$ cat config.mk
export PLATFORM = sky130hd
export DESIGN_NAME = tile_storer_flat
export DESIGN_NICKNAME = d
export VERILOG_FILES = /design/src/rtl/tile_pkg.sv /design/src/rtl/tile_storer_if.sv /design/src/rtl/beat_packer.sv /design/src/rtl/tile_storer.sv /design/src/flat_wrapper.sv
export SDC_FILE = /design/constraint.sdc
export NUM_CORES = 1
export LEC_CHECK = 0
export ABC_AREA = 1
export CORE_MARGIN = 2
export CORE_UTILIZATION = 25
export CTS_BUF_LIST = sky130_fd_sc_hd__clkbuf_4 sky130_fd_sc_hd__clkbuf_8
export CTS_CLUSTER_DIAMETER = 30
export DETAILED_ROUTE_END_ITERATION = 8
export PLACE_DENSITY = 0.55
export SYNTH_ARGS = -nofsm -noshare
export SYNTH_HDL_FRONTEND = slang
export SYNTH_SLANG_ARGS = --single-unit
$ cat constraint.sdc
create_clock -name clk -period 4.4 [get_ports clk]
set_input_delay 1.32 -clock clk [delete_from_list [all_inputs] [get_ports clk]]
set_output_delay 1.32 -clock clk [all_outputs]
set_load 0.02 [all_outputs]
$ cat src/rtl/tile_pkg.sv
// Definitions shared by the tile loader and the tile storer: beat geometry
// helpers, BRAM bank address composition and the storer state type.
package tile_pkg;

    typedef enum logic [1:0] {
        S_IDLE  = 2'd0,
        S_FETCH = 2'd1,
        S_WRITE = 2'd2,
        S_DONE  = 2'd3
    } storer_state_t;

    // Elements carried by one bus beat.
    function automatic int epp_of(input int busw, input int w);
        return busw / w;
    endfunction

    // Bytes occupied by one element.
    function automatic int bpe_of(input int w);
        return w / 8;
    endfunction

    // Bank address {sel, idx[aw-2:0]}: the MSB picks the double-buffer half.
    function automatic logic [31:0] bank_addr(input logic sel, input logic [31:0] idx, input int aw);
        logic [31:0] mask;
        mask = (32'd1 << (aw - 1)) - 32'd1;
        return ({31'd0, sel} << (aw - 1)) | (idx & mask);
    endfunction

endpackage

$ cat src/rtl/tile_storer_if.sv
// Avalon-MM write master bundle between the tile storer and the f2sdram port.
interface tile_storer_if #(
    parameter int BUSW = 128
);
    logic [31:0]       avm_address;
    logic              avm_write;
    logic [BUSW-1:0]   avm_writedata;
    logic [BUSW/8-1:0] avm_byteenable;
    logic [7:0]        avm_burstcount;
    logic              avm_waitrequest;

    modport master (
        output avm_address, avm_write, avm_writedata, avm_byteenable, avm_burstcount,
        input  avm_waitrequest
    );

    modport slave (
        input  avm_address, avm_write, avm_writedata, avm_byteenable, avm_burstcount,
        output avm_waitrequest
    );
endinterface

$ cat src/rtl/beat_packer.sv
// Assembles returning BRAM elements into one bus beat and tracks which byte
// lanes hold real data, so a short final beat is zero-padded and masked.
module beat_packer
    import tile_pkg::*;
#(
    parameter int W    = 8,
    parameter int BUSW = 128,
    localparam int EPP = epp_of(BUSW, W),
    localparam int BPE = bpe_of(W),
    localparam int SW  = (EPP > 1) ? $clog2(EPP) : 1
) (
    input  logic              clk,
    input  logic              rst_n,
    input  logic              clear,
    input  logic              load,
    input  logic [SW-1:0]     slot,
    input  logic [W-1:0]      elem,
    output logic [BUSW-1:0]   beat,
    output logic [BUSW/8-1:0] byteenable
);
    logic [EPP-1:0] filled;

    // Pack register; cleared between beats so unused slots go out as zero.
    always_ff @(posedge clk or negedge rst_n) begin
        if (!rst_n) begin
            beat   <= '0;
            filled <= '0;
        end else if (clear) begin
            beat   <= '0;
            filled <= '0;
        end else if (load) begin
            beat[slot*W +: W] <= elem;
            filled[slot]      <= 1'b1;
        end
    end

    // Byte lanes are enabled only for slots that received an element.
    always_comb begin
        byteenable = '0;
        for (int j = 0; j < EPP; j++) begin
            byteenable[j*BPE +: BPE] = {BPE{filled[j]}};
        end
    end
endmodule

$ cat src/rtl/tile_storer.sv
// Tile writeback engine: streams a result tile out of the banked BRAM
// (row-major, one element per cycle), packs it into beats and writes it to
// SDRAM as a single Avalon-MM burst.
module tile_storer
    import tile_pkg::*;
#(
    parameter int W            = 8,
    parameter int BUSW         = 128,
    parameter int T            = 16,
    parameter int AW           = 10,
    parameter int ADDR_IS_WORD = 1
) (
    input  logic              clk,
    input  logic              rst_n,
    input  logic              start,
    output logic              busy,
    output logic              done,
    input  logic [31:0]       base_addr_bytes,
    input  logic [15:0]       tile_rows,
    input  logic [15:0]       tile_cols,
    input  logic              bankset_sel,
    output logic [T-1:0]      r_en,
    output logic [T*AW-1:0]   r_addr,
    input  logic [T*W-1:0]    r_dout,
    tile_storer_if.master     avm
);
    localparam int EPP = epp_of(BUSW, W);
    localparam int SW  = (EPP > 1) ? $clog2(EPP) : 1;
    localparam int BKW = (T > 1) ? $clog2(T) : 1;
    localparam int CW  = BKW + 1;
    localparam int LSB = $clog2(BUSW / 8);
    localparam logic [SW:0] EPP_C = (SW + 1)'(EPP);

    storer_state_t state;
    logic [8:0]    ne_q, issued_q;
    logic [CW-1:0] cols_q, c_q;
    logic [BKW-1:0] r_q, iss_bank, rd_bank;
    logic          bsel_q;
    logic [7:0]    nb_q, beats_sent;
    logic [SW:0]   bi_q;
    logic [SW-1:0] iss_slot, rd_slot;
    logic          iss_last, rd_valid, rd_last;

    logic [31:0]    ne_full, aligned;
    logic [7:0]     nb_in;
    logic           fresh, accept, more, issue, clear;
    logic [BKW-1:0] cur_r;
    logic [CW-1:0]  cur_c, cur_cols;
    logic [8:0]     cur_ne, cur_issued;
    logic [SW:0]    cur_bi;
    logic           cur_bsel;
    logic [BUSW-1:0]   beat;
    logic [BUSW/8-1:0] beat_be;

    assign ne_full = 32'(tile_rows) * 32'(tile_cols);
    assign aligned = base_addr_bytes & ~(32'(BUSW / 8) - 32'd1);
    assign nb_in   = 8'((ne_full + 32'(EPP - 1)) / 32'(EPP));
    assign accept  = (state == S_WRITE) && avm.avm_write && !avm.avm_waitrequest;
    assign more    = (beats_sent + 8'd1) != nb_q;

    // In IDLE the read walk starts from the live inputs so the first read
    // goes out on the same edge that accepts start.
    always_comb begin
        fresh      = (state == S_IDLE);
        cur_r      = fresh ? '0 : r_q;
        cur_c      = fresh ? '0 : c_q;
        cur_cols   = fresh ? tile_cols[CW-1:0] : cols_q;
        cur_ne     = fresh ? 9'(ne_full) : ne_q;
        cur_issued = fresh ? '0 : issued_q;
        cur_bsel   = fresh ? bankset_sel : bsel_q;
        cur_bi     = (state == S_FETCH) ? bi_q : '0;
        clear      = (fresh && start && (ne_full != 32'd0)) || (accept && more);
        issue      = clear || ((state == S_FETCH) && (cur_bi < EPP_C) && (cur_issued < cur_ne));
    end

    beat_packer #(.W(W), .BUSW(BUSW)) u_packer (
        .clk        (clk),
        .rst_n      (rst_n),
        .clear      (clear),
        .load       (rd_valid),
        .slot       (rd_slot),
        .elem       (r_dout[rd_bank*W +: W]),
        .beat       (beat),
        .byteenable (beat_be)
    );

    assign avm.avm_writedata  = beat;
    assign avm.avm_byteenable = beat_be;

    // Main FSM with read issue, read-return tracking and Avalon control.
    always_ff @(posedge clk or negedge rst_n) begin
        if (!rst_n) begin
            state              <= S_IDLE;
            busy               <= 1'b0;
            done               <= 1'b0;
            r_en               <= '0;
            r_addr             <= '0;
            ne_q               <= '0;
            issued_q           <= '0;
            cols_q             <= '0;
            c_q                <= '0;
            r_q                <= '0;
            bsel_q             <= 1'b0;
            nb_q               <= '0;
            beats_sent         <= '0;
            bi_q               <= '0;
            iss_slot           <= '0;
            iss_last           <= 1'b0;
            iss_bank           <= '0;
            rd_valid           <= 1'b0;
            rd_slot            <= '0;
            rd_last            <= 1'b0;
            rd_bank            <= '0;
            avm.avm_address    <= '0;
            avm.avm_write      <= 1'b0;
            avm.avm_burstcount <= '0;
        end else begin
            rd_valid <= |r_en;
            rd_slot  <= iss_slot;
            rd_last  <= iss_last;
            rd_bank  <= iss_bank;

            if (issue) begin
                r_en                  <= T'(1) << cur_r;
                r_addr[cur_r*AW +: AW] <= AW'(bank_addr(cur_bsel, 32'(cur_c), AW));
                iss_slot              <= cur_bi[SW-1:0];
                iss_last              <= ((cur_bi + (SW + 1)'(1)) == EPP_C) || ((cur_issued + 9'd1) == cur_ne);
                iss_bank              <= cur_r;
                if ((cur_c + CW'(1)) == cur_cols) begin
                    c_q <= '0;
                    r_q <= cur_r + BKW'(1);
                end else begin
                    c_q <= cur_c + CW'(1);
                    r_q <= cur_r;
                end
                issued_q <= cur_issued + 9'd1;
                bi_q     <= cur_bi + (SW + 1)'(1);
            end else begin
                r_en <= '0;
            end

            case (state)
                S_IDLE: begin
                    if (start) begin
                        if (ne_full == 32'd0) begin
                            state <= S_DONE;
                            done  <= 1'b1;
                        end else begin
                            state              <= S_FETCH;
                            busy               <= 1'b1;
                            ne_q               <= 9'(ne_full);
                            cols_q             <= tile_cols[CW-1:0];
                            bsel_q             <= bankset_sel;
                            nb_q               <= nb_in;
                            beats_sent         <= '0;
                            avm.avm_burstcount <= nb_in;
                            avm.avm_address    <= (ADDR_IS_WORD != 0) ? (aligned >> LSB) : aligned;
                        end
                    end
                end
                S_FETCH: begin
                    if (rd_valid && rd_last) begin
                        state         <= S_WRITE;
                        avm.avm_write <= 1'b1;
                    end
                end
                S_WRITE: begin
                    if (accept) begin
                        avm.avm_write <= 1'b0;
                        beats_sent    <= beats_sent + 8'd1;
                        if (more) begin
                            state <= S_FETCH;
                        end else begin
                            state <= S_DONE;
                            busy  <= 1'b0;
                            done  <= 1'b1;
                        end
                    end
                end
                S_DONE: begin
                    done  <= 1'b0;
                    state <= S_IDLE;
                end
                default: state <= S_IDLE;
            endcase
        end
    end
endmodule

$ cat src/flat_wrapper.sv
// flat-port wrapper written by rule: the top's interface ports become plain ports
module tile_storer_flat import tile_pkg::*;
#(
    parameter int W            = 8,
    parameter int BUSW         = 128,
    parameter int T            = 16,
    parameter int AW           = 10,
    parameter int ADDR_IS_WORD = 1
)
  (clk, rst_n, start, busy, done, base_addr_bytes, tile_rows, tile_cols, bankset_sel, r_en, r_addr, r_dout, avm_avm_address, avm_avm_write, avm_avm_writedata, avm_avm_byteenable, avm_avm_burstcount, avm_avm_waitrequest);
  tile_storer_if #(.BUSW(BUSW)) avm_i ();
  input  logic clk;
  input  logic rst_n;
  input  logic start;
  output logic busy;
  output logic done;
  input  logic [31:0] base_addr_bytes;
  input  logic [15:0] tile_rows;
  input  logic [15:0] tile_cols;
  input  logic bankset_sel;
  output logic [T-1:0] r_en;
  output logic [T*AW-1:0] r_addr;
  input  logic [T*W-1:0] r_dout;
  output wire logic [$bits(avm_i.avm_address)-1:0] avm_avm_address;
  output wire logic [$bits(avm_i.avm_write)-1:0] avm_avm_write;
  output wire logic [$bits(avm_i.avm_writedata)-1:0] avm_avm_writedata;
  output wire logic [$bits(avm_i.avm_byteenable)-1:0] avm_avm_byteenable;
  output wire logic [$bits(avm_i.avm_burstcount)-1:0] avm_avm_burstcount;
  input wire logic [$bits(avm_i.avm_waitrequest)-1:0] avm_avm_waitrequest;
  assign avm_avm_address = avm_i.avm_address;
  assign avm_avm_write = avm_i.avm_write;
  assign avm_avm_writedata = avm_i.avm_writedata;
  assign avm_avm_byteenable = avm_i.avm_byteenable;
  assign avm_avm_burstcount = avm_i.avm_burstcount;
  assign avm_i.avm_waitrequest = avm_avm_waitrequest;
  tile_storer #(.W(W), .BUSW(BUSW), .T(T), .AW(AW), .ADDR_IS_WORD(ADDR_IS_WORD)) u_core (.clk(clk), .rst_n(rst_n), .start(start), .busy(busy), .done(done), .base_addr_bytes(base_addr_bytes), .tile_rows(tile_rows), .tile_cols(tile_cols), .bankset_sel(bankset_sel), .r_en(r_en), .r_addr(r_addr), .r_dout(r_dout), .avm(avm_i));
endmodule
==> reports/qor.yml <==
clock_tree:
  cts-buffers-inserted: 108
  cts_num_sinks: 426
  clk_pin_slew_worst_paths_ns: 0.06
  cts_tree: "done"
  hold_buffers: 0
  clock-root-buffer: "clkbuf_8"
  cts_max_path_buffers: 3
  clk_latency_ns: 0.80
  ctsHtreeMaxLevel: 3
sta:
  finalClockSkew_ns: 0.0473
  finalCritPeriodShare: 1.51
  min_period_ns: 6.65
  relSlewSlack: 0.158
  setup_slack_ns: -2.25
  rsz0062_at_grt: "true"
  fmax_mhz: 150
  hold_viol: 0
  maxSlewViolCount: 0
  holdWs_ns: 0.349
  tightestPinTransition_ns: 1.26
  setup_violations: 414
  setup_tns_ns: -894.94
setup_path:
  critical_path_class: "primary input to flop"
  crit_path_max_incr_delay_ns: 0.56
  cp_max_fo: 14
  cpMaxStageDelayCell: "fa_1"
  end_kind: "flop"
  cp_common_cell: "fa_1"
  reg2reg_slack_ns: -0.01
  critPathRequiredTime_ns: 5.05
  worst_setup_path_start_kind: "primary input"
  cp.arrival_ns: 7.30
final_layout:
  layoutNonFillerInstCount: 7189
  areaGrowthSynthToFinish_pct: 46.3
  layout-drive-gt1-share: 0.184
  final_nets: 5878
  utilization: 0.369
  final_common_cell: "nand2_1"
  finalInstanceArea_sq_um: 47900
  final_cell_mix: "nand2_1, inv_1, clkdlybuf4s50_1"
routing:
  detail_route.vias_per_cell: 4.60
  drc: 0
  drt_iter0_markers: 2376
  routedWlPerCell_microns: 18.0
  antenna_left: 0
  wl_mm: 129
  vias: 33042
  dr.pass1.iters: 6
outcome:
  failed_checks: "setup timing"
  status: "finished, violations left"
synth:
  avgSynthCellArea_sq_um: 7.20
  ys_seq_area_frac: 0.326
  yosys-top-cells-area: "dfrtp_1, nand2_1, fa_1"
  synth_cells: 4543
  yosysWarnings: 0
  synth-seq-cells: 426
  synth.distinct_cells: 50
  synth_top_area_frac: 0.326
  synth.largest_area_cell: "dfrtp_1"
  syn_area_sq_um: 32700
placement:
  routabilityCongestion: 0.904
  placedInstanceArea_sq_um: 42500
  place_hpwl_mm: 97.4
  port_buffers: 551
  post-place-ws_ns: -3.64
  dpl.cell_count: 6877
pwr:
  power.leakage_nw: 23.4
  ir_worst_vdd_mv: 1.14
  finalPower_mw: 41.9
  p_per_area_nw_per_um2: 875
die:
  fp.dieW_microns: 366
  ioPinCount: 560
  die_h_microns: 366
  fp-row-count: 132
  core_sq_um: 130000
  initial_core_util: 0.252
  dieArea_sq_um: 134000
global_route:
  antenna_found_initial: 5
  grt_usage: 0.188
  grt_pass1_vias: 32557
  gr-total-overflow: 0
  grt_pass1_wl_mm: 195
  grt_start_max_net_pins: 100
run:
  cap_violations: 0
worst_hold_path:
  min_path_type: "flop to flop"
## Yosys cell counts (all sizes together)
cell type  number
nand2        1371
inv           674
dfrtp         426
nor2          419
nand3         351
o21ai         259
fa            195
clkbuf        164
ha            136
a21oi         130
nor3           94
buf            83
nand4          45
o211ai         33
mux2i          32
nor4           27
xor2           24
xnor2          17
o22ai          12
nand3b         10
or2            10
nand2b          8
o21a            5
a31oi           4
a211oi          2
o21bai          2
o31ai           2
a21boi          1
a21o            1
a22oi           1
and2            1
clkinv          1
conb            1
nor3b           1
o2111ai         1
## report_power, final
| part | switching [mW] | internal [mW] |
|---|---|---|
| sequential | 0.613 | 4.60 |
| combinational | 18.1 | 12.6 |
| clock | 2.22 | 3.74 |
| total | 20.9 | 21.0 |
## cell type report
cell class                      instances  area (sq um)
Sequential cell                       426         10700
Clock buffer                          141          1850
Fill cell                           13399         81800
Timing Repair Buffer                  941          9930
Clock inverter                         62           831
Multi-Input combinational cell       3198         19900
Antenna cell                            4          10.0
Inverter                              675          2540
Tap cell                             1742          2180
## registers in the layout, summed over array words and instances, names as in the netlist, 5 cells and up
signal                      count
u_core.issued_q                 9
u_core.avm.avm_address         28
u_core.r_en                    16
u_core.ne_q                     9
u_core.c_q                      5
u_core.beats_sent               8
u_core.u_packer.beat          128
u_core.u_packer.byteenable     16
u_core.bi_q                     5
u_core.r_addr                 160
u_core.nb_q                     8
u_core.cols_q                   5
## critical path, delay by kind of cell
| family | cells | cell delay (ns) |
|---|---|---|
| adders and majority gates | 7 | 3.43 |
| buffers and inverters | 8 | 0.88 |
| and+or+nand+nor | 17 | 1.62 |
## kinds of logic (layout without fill, tap and decap cells)
kind of cell               count (synthesis)  after routing  share of synthesized area
muxes                                     32             32                    0.00979
buffers and inverters                    922           1819                      0.112
xor gates and xnor gates                  41             41                     0.0112
and+or+nand+nor                         2337           2337                      0.296
adders and majority gates                331            331                      0.171
AOI/OAI and AO/OA                        453            453                     0.0741
other                                      1              8                   0.000115
DFF                                      426            426                      0.326
## layer usage
| metal | part of all wire | track usage |
|---|---|---|
| met2 | 0.47 | 0.311 |
| met4 | 0.040 | 0.0822 |
| met3 | 0.071 | 0.0420 |
| met1 | 0.42 | 0.234 |
| met5 | 0 | 0 |
## worst paths after layout
kind                                           startpoint                                    end  cells past startpoint
max                                         tile_cols[11]          u_core.r_addr[62]$_DFFE_PN0P_                     32
min                        u_core.iss_slot[2]$_DFFE_PN0P_            u_core.rd_slot[2]$_DFF_PN0_                      0
max reg2reg                   u_core.state[1]$_DFFE_PN0P_          u_core.r_addr[61]$_DFFE_PN0P_                     21
min reg2reg                u_core.iss_slot[2]$_DFFE_PN0P_            u_core.rd_slot[2]$_DFF_PN0_                      0
max in group asynchronous                           rst_n            u_core.rd_bank[0]$_DFF_PN0_                      2
min in group asynchronous                           rst_n  u_core.u_packer.beat[122]$_DFFE_PN0P_                      1
## repair_timing
item / in CTS / in global routing
cloned: 22 / 15
pin swaps: 65 / 58
endpoints found under the setup margin: 414 / 414
setup buffers: 56 / 12
resized for setup: 305 / 208
(Power assumes the default switching activity.)
